<file path="src/rtl/wdt_pkg.sv">
// Shared constants and state encoding for the second-generation watchdog counter core.
package wdt_pkg;

    localparam int unsigned CNT_W_DEF  = 32;
    localparam int unsigned PRE_W_DEF  = 8;
    localparam int unsigned ADDR_W_DEF = 12;

    localparam int unsigned LOAD_ADDR = 32'h000;

    typedef enum logic [1:0] {
        ARMED        = 2'd0,
        INT_PEND     = 2'd1,
        RST_ASSERTED = 2'd2
    } wdt_state_e;

    localparam wdt_state_e STATE_RST = ARMED;
    localparam logic       INT_RST   = 1'b0;
    localparam logic       REQ_RST   = 1'b0;

    // Counter and load both come out of reset at the maximum period.
    function automatic logic [CNT_W_DEF-1:0] cnt_rst_val();
        return {CNT_W_DEF{1'b1}};
    endfunction

endpackage

</file>
<file path="src/rtl/wdt_prescaler.sv">
// Clock prescaler: emits a tick every prescale+1 enabled cycles.
module wdt_prescaler import wdt_pkg::*; #(
    parameter int unsigned PRE_W = PRE_W_DEF
) (
    input  logic             clk,
    input  logic             rst_n,
    input  logic             clear,
    input  logic             enable,
    input  logic [PRE_W-1:0] prescale,
    output logic             tick
);

    logic [PRE_W-1:0] pre_cnt_q;

    // Exact-equality compare: lowering prescale below the current count wraps through 2^PRE_W.
    assign tick = enable && (pre_cnt_q == prescale);

    always_ff @(posedge clk or negedge rst_n) begin
        if (!rst_n) begin
            pre_cnt_q <= '0;
        end else if (clear || tick) begin
            pre_cnt_q <= '0;
        end else if (enable) begin
            pre_cnt_q <= pre_cnt_q + 1'b1;
        end
    end

endmodule

</file>
<file path="src/rtl/wdt_timer_gen2.sv">
// Watchdog counter core with prescaler, LOAD decode, interrupt clear and
// two-stage escalation from interrupt to sticky reset request.
module wdt_timer_gen2 import wdt_pkg::*; #(
    parameter int unsigned CNT_W  = CNT_W_DEF,
    parameter int unsigned PRE_W  = PRE_W_DEF,
    parameter int unsigned ADDR_W = ADDR_W_DEF
) (
    input  logic              pclk,
    input  logic              presetn,
    input  logic              wr_en,
    input  logic [ADDR_W-1:0] paddr,
    input  logic [CNT_W-1:0]  pwdata,
    input  logic              lock,
    input  logic              stall,
    input  logic              int_en,
    input  logic              rst_en,
    input  logic              icr_wr,
    input  logic [PRE_W-1:0]  prescale,
    output logic [CNT_W-1:0]  cnt_value,
    output logic [CNT_W-1:0]  cnt_load,
    output logic              int_raw,
    output logic              rst_req,
    output logic              timeout_pulse
);

    localparam logic [CNT_W-1:0] CNT_RST = {CNT_W{1'b1}};

    wdt_state_e state;
    logic       tick;
    logic       load_wr;
    logic       timeout;

    assign load_wr = wr_en && (paddr == ADDR_W'(LOAD_ADDR)) && !lock;
    assign timeout = tick && (cnt_value == '0);

    wdt_prescaler #(
        .PRE_W(PRE_W)
    ) u_prescaler (
        .clk      (pclk),
        .rst_n    (presetn),
        .clear    (load_wr || icr_wr),
        .enable   (int_en && !stall),
        .prescale (prescale),
        .tick     (tick)
    );

    always_ff @(posedge pclk or negedge presetn) begin
        if (!presetn) begin
            cnt_value     <= CNT_RST;
            cnt_load      <= CNT_RST;
            int_raw       <= INT_RST;
            rst_req       <= REQ_RST;
            timeout_pulse <= 1'b0;
            state         <= STATE_RST;
        end else begin
            timeout_pulse <= 1'b0;

            if (load_wr) begin
                cnt_load  <= pwdata;
                cnt_value <= pwdata;
            end else if (icr_wr || timeout) begin
                cnt_value <= cnt_load;
            end else if (tick) begin
                cnt_value <= cnt_value - 1'b1;
            end

            // A coincident clear swallows the timeout: no pulse, no escalation.
            if (icr_wr) begin
                int_raw <= 1'b0;
                if (state == INT_PEND) begin
                    state <= ARMED;
                end
            end else if (timeout) begin
                timeout_pulse <= 1'b1;
                case (state)
                    ARMED: begin
                        state   <= INT_PEND;
                        int_raw <= 1'b1;
                    end
                    INT_PEND: begin
                        if (rst_en) begin
                            state   <= RST_ASSERTED;
                            rst_req <= 1'b1;
                        end
                    end
                    default: ;
                endcase
            end
        end
    end

endmodule

</file>
<file path="config.mk">
export PLATFORM = sky130hd
export DESIGN_NAME = wdt_timer_gen2
export DESIGN_NICKNAME = d
export VERILOG_FILES = /design/src/rtl/wdt_pkg.sv /design/src/rtl/wdt_prescaler.sv /design/src/rtl/wdt_timer_gen2.sv
export SDC_FILE = /design/constraint.sdc
export NUM_CORES = 1
export LEC_CHECK = 0
export BUFFER_PORTS_ARGS = -buffer_cell sky130_fd_sc_hd__buf_2
export CORE_MARGIN = 10
export CORE_UTILIZATION = 50
export DETAILED_ROUTE_END_ITERATION = 12
export PLACE_DENSITY = 0.84
export SYNTH_ARGS = -nofsm -noshare
export SYNTH_HDL_FRONTEND = slang
export SYNTH_SLANG_ARGS = --single-unit
</file>
<file path="constraint.sdc">
create_clock -name pclk -period 2.87 [get_ports pclk]
set_clock_uncertainty 0.15 [all_clocks]
set_input_delay 0 -clock pclk [delete_from_list [all_inputs] [get_ports pclk]]
set_output_delay 0 -clock pclk [all_outputs]
set_load 0.02 [all_outputs]
</file>
==> results_dict.tcl <==
set metrics [dict create \
    status "finished, final reports clean" \
    rows 34 \
    cp.required_ns 3.01 \
    hp-class "input port to register" \
    syn_avg_cell_area_sq_um 8.836 \
    grt.total_usage 0.2367 \
    p_leak_nw 2.747 \
    synth_area_leader_cell "dfstp_2" \
    synth_seq_cells 77 \
    clock_sinks 77 \
    start_util 0.5111 \
    syn_area_sq_um 4436 \
    cts-root-buf "clkbuf_8" \
    holdPathStages 4 \
    cp.arrival_ns 2.87 \
    path_common_cell "o21ai_0" \
    hold_start "int_en" \
    cts_inserted_buffers 9 \
    yosysMostFrequentCell "nand2_1" \
    syn_inst 502 \
    period_share 0.9495 \
    cp-start-kind "register" \
    ir_worst_vdd_mv 0.2600 \
    portBuffers 126 \
    slew_violations 0 \
    startpoint "cnt_value[24]$_DFFE_PN1P_" \
    synth.top_cells.by_count "nand2_1, dfstp_2, nor2_1" \
    first_iter_violations 507 \
    areaGrowthSynthToFinish_pct 33.00 \
    viasPerCell 6.097 \
    worstSetupPathType "register to register" \
    drt_pre_antenna_iters 5 \
    ctsHtreeMaxLevel 3 \
    rsz0062_at_grt "no" \
    grt_pass1_vias 4889 \
    drc 0 \
    path_depth 7 \
    finalSetupTns_ns 0 \
    drv_cap 0 \
    grt_overflow 0 \
    powerDensity_nw_per_um2 464.5 \
    crit_buf_inv 1 \
    clock_latency_ns 0.35 \
    dpl.hpwl_mm 11.22 \
    slowest_delay_ns 0.56 \
    synth_flop_cell "dfstp_2" \
    die_area_sq_um 13040 \
    ys_types 67 \
    r2r_start "cnt_value[24]$_DFFE_PN1P_" \
    totalWireLength_mm 15.61 \
    rr_worst_depth 7 \
    crit_chain "or4_4 -> nand2b_4 -> or3_4 -> o21ai_0 -> buf_4 -> o21ai_0 -> a22o_1" \
    antenna_found_initial 0 \
    wire_per_inst_um 19.75 \
    tritoncts "done" \
    core-area_sq_um 8678 \
    ys_seq_area_frac 0.4525 \
    grt_max_degree 51 \
    finalWeightedCongestion 0.9552 \
    grt_pass1_wl_mm 25.25 \
    clk_pin_slew_worst_paths_ns 0.08 \
    synth_edf_count 0 \
    layout-drive-gt1-share 0.3739 \
    cp_top_family "simple AND/OR/NAND/NOR gates" \
    vias 4817 \
    die_h_um 114.2 \
    yosysTopAreaCellShare 0.3791 \
    worstSetupEndpointType "register" \
    io_pins 127 \
    finalSetupViolations 0 \
    cp_slowest_cell "or4_4" \
    ff2ff_setup_slack_ns 0.14 \
    clock_path_buffers 2 \
    final_nets 739 \
    worst_pin_slew_ns 0.9505 \
    fin_crit_ns 2.725 \
    synth_area_leaders "dfstp_2, nand2_1, dfrtp_1, nor2_1, xor2_1" \
    ant_nets 0 \
    r2r-end "cnt_value[25]$_DFFE_PN1P_" \
    syn_nets 564 \
    relSlewSlack 0.3663 \
    synth_warnings 0 \
    finalHoldViolations 0 \
    worstPathMaxFanout 12 \
    holdPathEnd "u_prescaler.pre_cnt_q[0]$_DFFE_PN0P_" \
    diodes 0 \
    dieWidth_um 114.2 \
    fin_hold_ws_ns 0.01930 \
    async_reset_ff_frac 1.000 \
    max_freq_ghz 0.3670 \
]
[cell type report]
class | instances | area [sq um]
Clock buffer | 12 | 165.2
Clock inverter | 4 | 45.04
Fill cell | 710 | 2779
Inverter | 6 | 22.52
Multi-Input combinational cell | 391 | 2308
Sequential cell | 77 | 2007
Tap cell | 108 | 135.1
Timing Repair Buffer | 192 | 1216
[worst max path at each step]
stage / endpoint / slack [ns]
2_1_floorplan: cnt_value[29]$_DFFE_PN1P_ / 0.38
3_3_place_gp: cnt_value[27]$_DFFE_PN1P_ / 0.26
3_5_place_dp: cnt_value[27]$_DFFE_PN1P_ / 0.16
4_1_cts: cnt_value[27]$_DFFE_PN1P_ / 0.15
5_1_grt: rst_req$_DFFE_PN0P_ / 0.008
6_report: cnt_value[25]$_DFFE_PN1P_ / 0.14
[worst register-to-register path, cell delays in order, from the launching register on]
cell      delay [ns]
dfstp_2         0.42
or4_4           0.56
nand2b_4        0.22
or3_4           0.50
o21ai_0         0.27
buf_4           0.21
o21ai_0         0.10
a22o_1          0.23
[where the power goes]
group,internal (mW),leakage (nW),switching (mW)
Combinational,0.253,1.79,0.351
Sequential,1.18,0.844,0.0872
Clock,0.469,0.112,0.402
Total,1.90,2.75,0.841
[placed cells by master, fill, tap and decap left out, drive strengths merged, types with 3 or more instances in the layout]
master	n
inv	5
a2111oi	5
xnor2	6
o311ai	4
o2bb2ai	4
and3	6
a21oi	10
a31o	3
mux2i	5
or3	5
buf	156
nor4	11
nor2	47
a211oi	8
o31ai	5
dfstp	64
dlygate4sd3	36
o21ai	20
and2	5
a31oi	8
a21o	4
dfrtp	13
o221ai	4
clkbuf	12
xor2	13
nor3	20
nand3	15
o21a	3
or4	11
clkinv	4
o211ai	9
nand2	113
nand4	7
o22a	3
[state kept, by name, indices dropped and copies added (netlist names)]
register and cells:
state 2, int_raw 1, cnt_value 32, rst_req 1, cnt_load 32, timeout_pulse 1, u_prescaler.pre_cnt_q 8
[per-layer routing]
layer  routed length (um)  track usage
met1                 6185       0.2961
met2                 7486       0.3846
met3                 1565      0.06132
met4                  368      0.08605
met5                    0            0
[metrics by stage]
step | total power, mW | worst slack, ns | cell area [sq um] | util | std cells
5_1_grt | 2.865 | 0.007513 | 5899 | 0.6798 | 790
2_1_floorplan | 1.582 | 0.3803 | 4436 | - | 502
6_report | 2.741 | 0.1450 | 5899 | 0.6798 | 790
3_5_place_dp | 1.821 | 0.1550 | 5291 | 0.6097 | 735
4_1_cts | 2.728 | 0.1488 | 5862 | 0.6755 | 787
3_3_place_gp | 1.805 | 0.2580 | 5291 | 0.6097 | 735
[cells by family (layout without fill, tap and decap cells)]
kind of cell    count (synthesis)  in the layout  share of synthesized area
flops                          77             77                     0.4525
compound gates                117            117                     0.1963
buf+inv                        34            214                    0.03075
mux                             5              5                    0.01128
fa+ha+maj                       2              2                   0.005641
simple gates                  248            248                     0.2660
xor+xnor                       19             19                    0.03752
[repair_timing]
| action | in CTS | in global routing |
|---|---|---|
| resized for setup | 0 | 3 |
| setup buffers | 0 | 3 |
| setup endpoints to repair | 0 | 4 |
| hold buffers | 36 | 0 |
| hold endpoints to repair | 83 | 0 |
No activity file was read; power rests on OpenSTA's default activity.
